`src/rtl/regfile_wb_arbiter.sv`:
```
// regfile_wb_arbiter
//   Arbitrates the single regfile write port (we3/a3/wd3) between the pipeline
//   WB stage (P, cannot be back-pressured) and a multi-cycle unit (M, valid/ready).
//   P has priority. If M is starved for STARVE_MAX cycles, a one-cycle pipeline
//   stall is forced and M takes the port. A 32-entry pending-write scoreboard
//   lets decode stall on RAW hazards against in-flight M operations.
//
// Ports
//   clk, reset_n               clock, synchronous active-low reset
//   p_we, p_rd, p_wd           WB stage write request
//   m_valid, m_rd, m_wd        M result; m_ready acknowledges it
//   iss_valid, iss_rd          decode issuing an M op; iss_ready = rd not pending
//   q_rs1, q_rs2               decode source queries; rs1_busy/rs2_busy results
//   pipe_stall                 freeze IF..WB for this cycle
//   we3, a3, wd3               regfile write port (combinational)
//
// Build option
//   WB_ARB_EARLY_CLEAR_EN      busy drops in the same cycle the M result commits
//
// FSM states
//   state   | meaning
//   S_IDLE  | M not waiting (or granted this cycle)
//   S_WAIT  | M valid but not granted; r_cnt counts cycles waited
//   S_FORCE | one-cycle stall, P masked, M owns the port

module regfile_wb_arbiter #(
  parameter int XLEN       = 32,
  parameter int STARVE_MAX = 4,
  parameter int STARVE_W   = 3
) (
  input  logic            clk,
  input  logic            reset_n,
  input  logic            p_we,
  input  logic [4:0]      p_rd,
  input  logic [XLEN-1:0] p_wd,
  input  logic            m_valid,
  input  logic [4:0]      m_rd,
  input  logic [XLEN-1:0] m_wd,
  output logic            m_ready,
  input  logic            iss_valid,
  input  logic [4:0]      iss_rd,
  output logic            iss_ready,
  input  logic [4:0]      q_rs1,
  input  logic [4:0]      q_rs2,
  output logic            rs1_busy,
  output logic            rs2_busy,
  output logic            pipe_stall,
  output logic            we3,
  output logic [4:0]      a3,
  output logic [XLEN-1:0] wd3
);

  typedef enum logic [1:0] {S_IDLE, S_WAIT, S_FORCE} state_t;

  localparam logic [STARVE_W:0] LP_MAX = STARVE_MAX[STARVE_W:0];
  localparam logic [STARVE_W:0] LP_ONE = {{STARVE_W{1'b0}}, 1'b1};

  state_t              r_state, w_state_nxt;
  logic [STARVE_W-1:0] r_cnt, w_cnt_nxt;
  logic [STARVE_W:0]   w_cnt_inc;
  logic [31:0]         r_sb, w_sb_nxt;
  logic                w_p_req;
  logic                w_m_fire;
  logic                w_iss_fire;

  // State register
  always_ff @(posedge clk) begin
    if (!reset_n) begin
      r_state <= S_IDLE;
      r_cnt   <= '0;
    end else begin
      r_state <= w_state_nxt;
      r_cnt   <= w_cnt_nxt;
    end
  end

  // Extra bit so the compare against STARVE_MAX cannot wrap
  assign w_cnt_inc = {1'b0, r_cnt} + LP_ONE;

  // Next-state logic
  always_comb begin
    w_state_nxt = r_state;
    w_cnt_nxt   = r_cnt;
    case (r_state)
      S_IDLE: begin
        if (m_valid && !m_ready) begin
          w_cnt_nxt   = LP_ONE[STARVE_W-1:0];
          w_state_nxt = (LP_ONE == LP_MAX) ? S_FORCE : S_WAIT;
        end
      end
      S_WAIT: begin
        if (m_ready) begin
          w_state_nxt = S_IDLE;
          w_cnt_nxt   = '0;
        end else begin
          w_cnt_nxt = w_cnt_inc[STARVE_W-1:0];
          if (w_cnt_inc == LP_MAX) w_state_nxt = S_FORCE;
        end
      end
      S_FORCE: begin
        w_state_nxt = S_IDLE;
        w_cnt_nxt   = '0;
      end
      default: begin
        w_state_nxt = S_IDLE;
        w_cnt_nxt   = '0;
      end
    endcase
  end

  // Output logic: everything is gated by reset_n so outputs are quiet while reset is held
  always_comb begin
    pipe_stall = reset_n && (r_state == S_FORCE);
    w_p_req    = reset_n && p_we && (p_rd != 5'd0) && !pipe_stall;
    // An x0 result never needs the port, so it is taken even when P writes
    m_ready    = reset_n && m_valid && (!w_p_req || (m_rd == 5'd0));
    we3        = 1'b0;
    a3         = '0;
    wd3        = '0;
    if (w_p_req) begin
      we3 = 1'b1;
      a3  = p_rd;
      wd3 = p_wd;
    end else if (m_ready && (m_rd != 5'd0)) begin
      we3 = 1'b1;
      a3  = m_rd;
      wd3 = m_wd;
    end
  end

  // Pending-write scoreboard
  assign iss_ready  = reset_n && !r_sb[iss_rd];
  assign w_m_fire   = m_valid && m_ready;
  assign w_iss_fire = iss_valid && iss_ready && (iss_rd != 5'd0);

  always_comb begin
    w_sb_nxt = r_sb;
    if (w_m_fire)   w_sb_nxt[m_rd]   = 1'b0;
    if (w_iss_fire) w_sb_nxt[iss_rd] = 1'b1;
    w_sb_nxt[0] = 1'b0;
  end

  always_ff @(posedge clk) begin
    if (!reset_n) r_sb <= '0;
    else          r_sb <= w_sb_nxt;
  end

`ifdef WB_ARB_EARLY_CLEAR_EN
  assign rs1_busy = reset_n && r_sb[q_rs1] && !(w_m_fire && (m_rd == q_rs1));
  assign rs2_busy = reset_n && r_sb[q_rs2] && !(w_m_fire && (m_rd == q_rs2));
`else
  assign rs1_busy = reset_n && r_sb[q_rs1];
  assign rs2_busy = reset_n && r_sb[q_rs2];
`endif

endmodule

```
`config.mk`:
```
export PLATFORM = sky130hd
export DESIGN_NAME = regfile_wb_arbiter
export DESIGN_NICKNAME = d
export VERILOG_FILES = /design/src/rtl/regfile_wb_arbiter.sv
export SDC_FILE = /design/constraint.sdc
export NUM_CORES = 1
export LEC_CHECK = 0
export ABC_AREA = 1
export CORE_AREA = 4 4 88 90
export DETAILED_ROUTE_END_ITERATION = 10
export DIE_AREA = 0 0 92 94
export PLACE_DENSITY_LB_ADDON = 0.2
export SYNTH_ARGS = -nofsm -noshare
export SYNTH_HDL_FRONTEND = slang
export SYNTH_SLANG_ARGS = --single-unit
```
`constraint.sdc`:
```
create_clock -name clk -period 3.2 [get_ports clk]
set_clock_uncertainty 0.05 [all_clocks]
set_input_delay 0.32 -clock clk [delete_from_list [all_inputs] [get_ports clk]]
set_output_delay 0.32 -clock clk [all_outputs]
set_load 0.01 [all_outputs]
```
* After elaboration in Yosys (flattened, before gate mapping)
Cells that the tools add are included.
** Word-level totals
- Bits of input ports :: 94
- Output and inout bits :: 43
- ROM bits :: 0
- Memories kept :: 0
- Latch bits :: 0
- Logic and storage cells :: 71
- Memory bits (writable) :: 0
- Bits in registers :: 37
** Cells by class
- Multipliers :: 0
- Equal/unequal tests :: 5
- Mux-type cells :: 25
- $lt $le $gt $ge :: 6
- Bitwise logic cells :: 3
- Reduce and logical (&&, ||, !) cells :: 27
- Div/mod/pow operators :: 0
- Add/sub/neg operators :: 1
- Shift-type cells :: 0
** Operator list (number)
- 32-bit 2-to-1 mux :: 4
- 32-bit AND :: 1
- 32-bit NOT :: 1
- 32-bit OR :: 1
- 5-bit by 6-bit < comparator with 1-bit output, second input constant :: 4
- 1-bit logical AND :: 16
- 1-bit binary-select mux with 5-bit select :: 3
- 5-bit nonzero test :: 3
- 1-bit demux with 5-bit select :: 2
- 5-bit by 1-bit >= comparator with 1-bit output, second input constant :: 2
- 5-bit 2-to-1 mux :: 2
- 1-bit 2-to-1 mux :: 7
- 2-bit 2-to-1 mux :: 3
- 3-bit 2-to-1 mux :: 2
- 3-bit case mux with 2 select lines :: 1
- 5-bit logical NOT :: 1
- 3-bit by 1-bit adder with 4-bit output, second input constant :: 1
- 4-bit by 3-bit equality test with 1-bit output, second input constant :: 1
- 1-bit logical NOT :: 4
- 2-bit case mux with 2 select lines :: 1
- 3-bit inequality test, second input constant :: 1
- 2-bit by 1-bit equality test with 1-bit output, second input constant :: 1
- 2-bit equality test, second input constant :: 1
- 2-bit logical NOT :: 1
- other kinds (3) :: 3

* Depth between registers and ports, before layout
Gate-level depths: netlist (run 1).
- Depth after elaboration :: 11
- Gate-level depth with buffers :: 13
- Mapped depth without buffers :: 12

* Worst setup path after synthesis (run 1)
OpenSTA, ideal clock, no wires.
- Kind :: register to output
- Start :: register r_state[1]
- End :: output a3[0]
- Buffers on the path :: 1
- Stages on the path, launching flop included :: 10
- Required time :: 2.830 ns
- Slack :: 1.292 ns
- Arrival time :: 1.538 ns
- Path through :: dfxtp_1 nand2_1 nor2_1 nor2_4 nand3_1 nand2_1 inv_2 buf_4 nand2_1 o21ai_0
** On the way
- Word-level cells in the longest chain between the ends :: 10
** Ends and longest elaborated chain
- from (decl) :: line 58 : state_t r_state, w_state_nxt;
- from (signal assigned) :: line 72 : r_state <= w_state_nxt;
- 2-bit equality test (*) :: line 113 : pipe_stall = reset_n && (r_state == S_FORCE);
- 1-bit logical AND (*) :: line 113
- named net pipe_stall :: line 47 : output logic pipe_stall,
- 1-bit logical NOT (*) :: line 114 : w_p_req = reset_n && p_we && (p_rd != 5'd0) && !pipe_stall;
- 1-bit logical AND (*) :: line 114
- 1-bit logical NOT :: line 116 : m_ready = reset_n && m_valid && (!w_p_req || (m_rd == 5'd0));
- 1-bit logical OR :: line 116
- 1-bit logical AND :: line 116
- 1-bit logical AND :: line 124 : end else if (m_ready && (m_rd != 5'd0)) begin
- 5-bit 2-to-1 mux :: line 124
- 5-bit 2-to-1 mux (*) :: line 120 : if (w_p_req) begin
- to (decl) :: line 49 : output logic [4:0] a3,
Mark *: on every way through the listed nets, which the timed path passes. The rest lies on a longest branch.

* Final worst setup path (run 1)
- Start :: input iss_rd[0]
- End :: output iss_ready
** On the way
- Word-level cells in the longest chain between the ends :: 4
** Ends and longest elaborated chain
- from (decl) :: line 41 : input logic [4:0] iss_rd,
- 1-bit binary-select mux with 5-bit select :: line 132 : assign iss_ready = reset_n && !r_sb[iss_rd];
- 1-bit 2-to-1 mux (implied by the code) :: line 132
- 1-bit logical NOT :: line 132
- 1-bit logical AND :: line 132
- to (decl) :: line 42 : output logic iss_ready,
No other way between the ends. The select of a mux whose other input is x is not followed.

==> flow_summary_export.csv, run 1 <==
group,metric,value,unit
floorplan,die_h,94,um
detailed_routing,vias,4569,
finish,final_common_cell,"clkdlybuf4s50_1",
floorplan,io_pins,137,
logic_synthesis,synthCells,570,
timing,finalHoldWorstSlack,0.4347,ns
power,peakVddDrop,342.9,uV
logic_synthesis,synth_fa_ha_area_share,0.7746,%
logic_synthesis,syn_area,3231,um2
place,dp_slack,0.2794,ns
logic_synthesis,synth_top_area_share,22.31,%
critical_path,cp_slowest_stage_delay,0.78,ns
place,place.gp.congestion,1.017,
detailed_routing,wl,13350,um
finish,syn2layout_area_growth,49.07,%
timing,rsz0062_at_grt,"no",
cts,post_cts_resized,0,
power,p_leak,1.912,nW
logic_synthesis,yosys-mux-area-fraction,0,%
detailed_routing,viasPerCell,5.733,
cts,cts.sinks,36,
run_status,outcome,"completed",
cts,cts_max_level,2,
critical_path,crit_arrival,2.59,ns
critical_path,slowest_stage,"clkdlybuf4s50_1",
timing,post-route-min-period,2.956,ns
detailed_routing,drtIter0Drc,554,
floorplan,start_util,45.76,%
finish,fin_nets,793,
critical_path,cp_top_family,"buffers and inverters",
detailed_routing,ant_nets,0,
logic_synthesis,yosysWarnings,0,
logic_synthesis,avgSynthCellArea,5.668,um2
cts,cts_tree,"done",
logic_synthesis,syn_nets,666,
critical_path,crit_type,"primary input to output pin",
floorplan,placementRows,31,
finish,final_layout_size_suffix_gt1_share,4.441,%
grt,grt.total_usage,29.71,%
cts,cts_buffer_depth,2,
floorplan,die_area,8648,um2
logic_synthesis,ys_seq_elements,36,
critical_path,worst-path-max-fanout,15,
floorplan,core,7059,um2
cts,cts_buffers,5,
logic_synthesis,synth_compound_area_share,21.42,%
critical_path,startpoint_type,"primary input",
min_path,hp-class,"flip-flop to flip-flop",
place,port_buffers,136,
timing,slew_headroom,58.29,%
timing,setup_tns,0,ns
logic_synthesis,yosysTopAreaCell,"dfxtp_1",
flow_run,drv_cap,0,
logic_synthesis,synth_xor_area_share,0.2711,%
timing,report.final.slew_viol_count,0,
floorplan,die_w,92,um
detailed_routing,wl_per_cell,16.76,um
critical_path,worst_path_most_repeated_cell,"nand2_1",
grt,grt_max_degree,40,
critical_path,critPathBufInv,3,
cts,cts.clk_slew.worst_paths,0.07,ns
detailed_routing,drt_first_pass_iters,6,
logic_synthesis,synth_top_family_by_area,"simple AND/OR/NAND/NOR gates",
logic_synthesis,ys_types,27,
timing,fin_crit_sh,92.39,%
cts,cts_hold_buf,0,
cts,cts_root_buffer,"clkbuf_8",
power,fin_total_pwr,1.312,mW
place,place_hpwl,10100,um
timing,fmax,338.2,MHz
grt,grt_pass1_vias,4291,
critical_path,worstPathRequired,2.83,ns
grt,antenna_found_initial,0,
finish,diodes,0,
finish,final_util,68.22,%
cts,postCtsSetupBuffers,0,
detailed_routing,drc_errors,0,
logic_synthesis,yosys.area_share.simple,45.43,%
critical_path,cp-end-kind,"output pin",
timing,hold_violations,0,
cts,insertion_delay,0.30,ns
logic_synthesis,ys_top_cells_by_area,"dfxtp_1 22%, nand2_1 14%, nand3_1 13%",
critical_path,crit_chain,"clkdlybuf4s50_1 > inv_2 > nor2_1 > nand2_1 > nand3_1 > nand2_1 > nand2_1 > nor2_1 > nand2_1 > nor2_4 > clkdlybuf4s50_1",
logic_synthesis,yosysSeqAreaShare,22.31,%
power,power.density,272.3,nW/um2
timing,worst_pin_slew,0.6237,ns
timing,layout_setup_ws,0.2436,ns
timing,finalSetupViolations,0,
grt,grt_pass1_wl,20740,um
finish,layout_common_cells,"136 x clkdlybuf4s50_1, 122 x nand2_1, 83 x nand3_1, 66 x nor2_1, 60 x o21ai_0",
grt,grt-ovfl-total,0,
==> sequential cells by signal (all words and copies together), names as in the netlist <==
signal   flops
r_sb        31
r_cnt        3
r_state      2
==> per-layer routing <==
layer	GRT usage [%]	wire length [um]
met3	4.487	1020
met4	10.52	357
met2	52.01	6660
met5	0	0
met1	37.02	5315
==> power breakdown <==
part / switching, mW / internal (mW) / total (mW)
logic: 0.216 / 0.224 / 0.440
registers: 0.00686 / 0.453 / 0.460
clock network: 0.177 / 0.235 / 0.411
total: 0.400 / 0.912 / 1.31
==> final timing paths <==
kind / startpoint / to / slack, ns / depth (start not counted)
max: iss_rd[0] / iss_ready / 0.24 / 11
min: r_state[1] / r_state[1] / 0.43 / 1
max reg2reg: r_state[1] / r_sb[22] / 1.28 / 10
min reg2reg: r_state[1] / r_state[1] / 0.43 / 1
==> layout make-up <==
cell class	count	area, um2
Clock buffer	5	68.82
Inverter	45	168.9
Sequential cell	36	720.7
Timing Repair Buffer	152	1494
Multi-Input combinational cell	457	2193
Fill cell	655	2243
Tap cell	99	123.9
Clock inverter	3	46.29
==> cell families after synthesis <==
family	Yosys count
XOR/XNOR	1
flip-flops	36
adder cells (fa/ha/maj)	2
AND/OR/NAND/NOR	326
buffers and inverters	77
AO/OA/AOI/OAI	128
==> metrics by stage <==
step           instance area (um2)  cells
3_5_place_dp                  4701    789
3_3_place_gp                  4701    789
2_1_floorplan                 3231    570
6_report                      4816    797
5_1_grt                       4816    797
4_1_cts                       4816    797
==> cells in the mapped netlist <==
library cell,number
inv_2,3
clkinv_1,1
a21boi_1,1
buf_1,3
a21oi_1,41
buf_2,4
clkbuf_1,19
o221ai_1,6
nand2_2,1
nor3_2,1
xor2_1,1
nand2_1,122
nand3_1,83
nor2_4,2
nor2_1,66
nand4_1,41
dfxtp_1,36
o21ai_0,60
o21ai_1,6
nor4_1,1
ha_1,2
o22ai_1,5
a31oi_1,2
buf_4,6
o211ai_1,7
inv_1,41
nor3_1,9
Power figures use the tool's default switching activity.
==> inputs of run 2 (changes only) <==
--- a/config.mk
+++ b/config.mk
@@ -7,6 +7,7 @@
 export LEC_CHECK = 0
 export ABC_AREA = 1
 export CORE_AREA = 4 4 88 90
+export CTS_CLUSTER_DIAMETER = 200
 export DETAILED_ROUTE_END_ITERATION = 10
 export DIE_AREA = 0 0 92 94
 export PLACE_DENSITY_LB_ADDON = 0.2
==> results of run 2 <==
No change in the layout: final DEF, timing and power equal those of run 1.
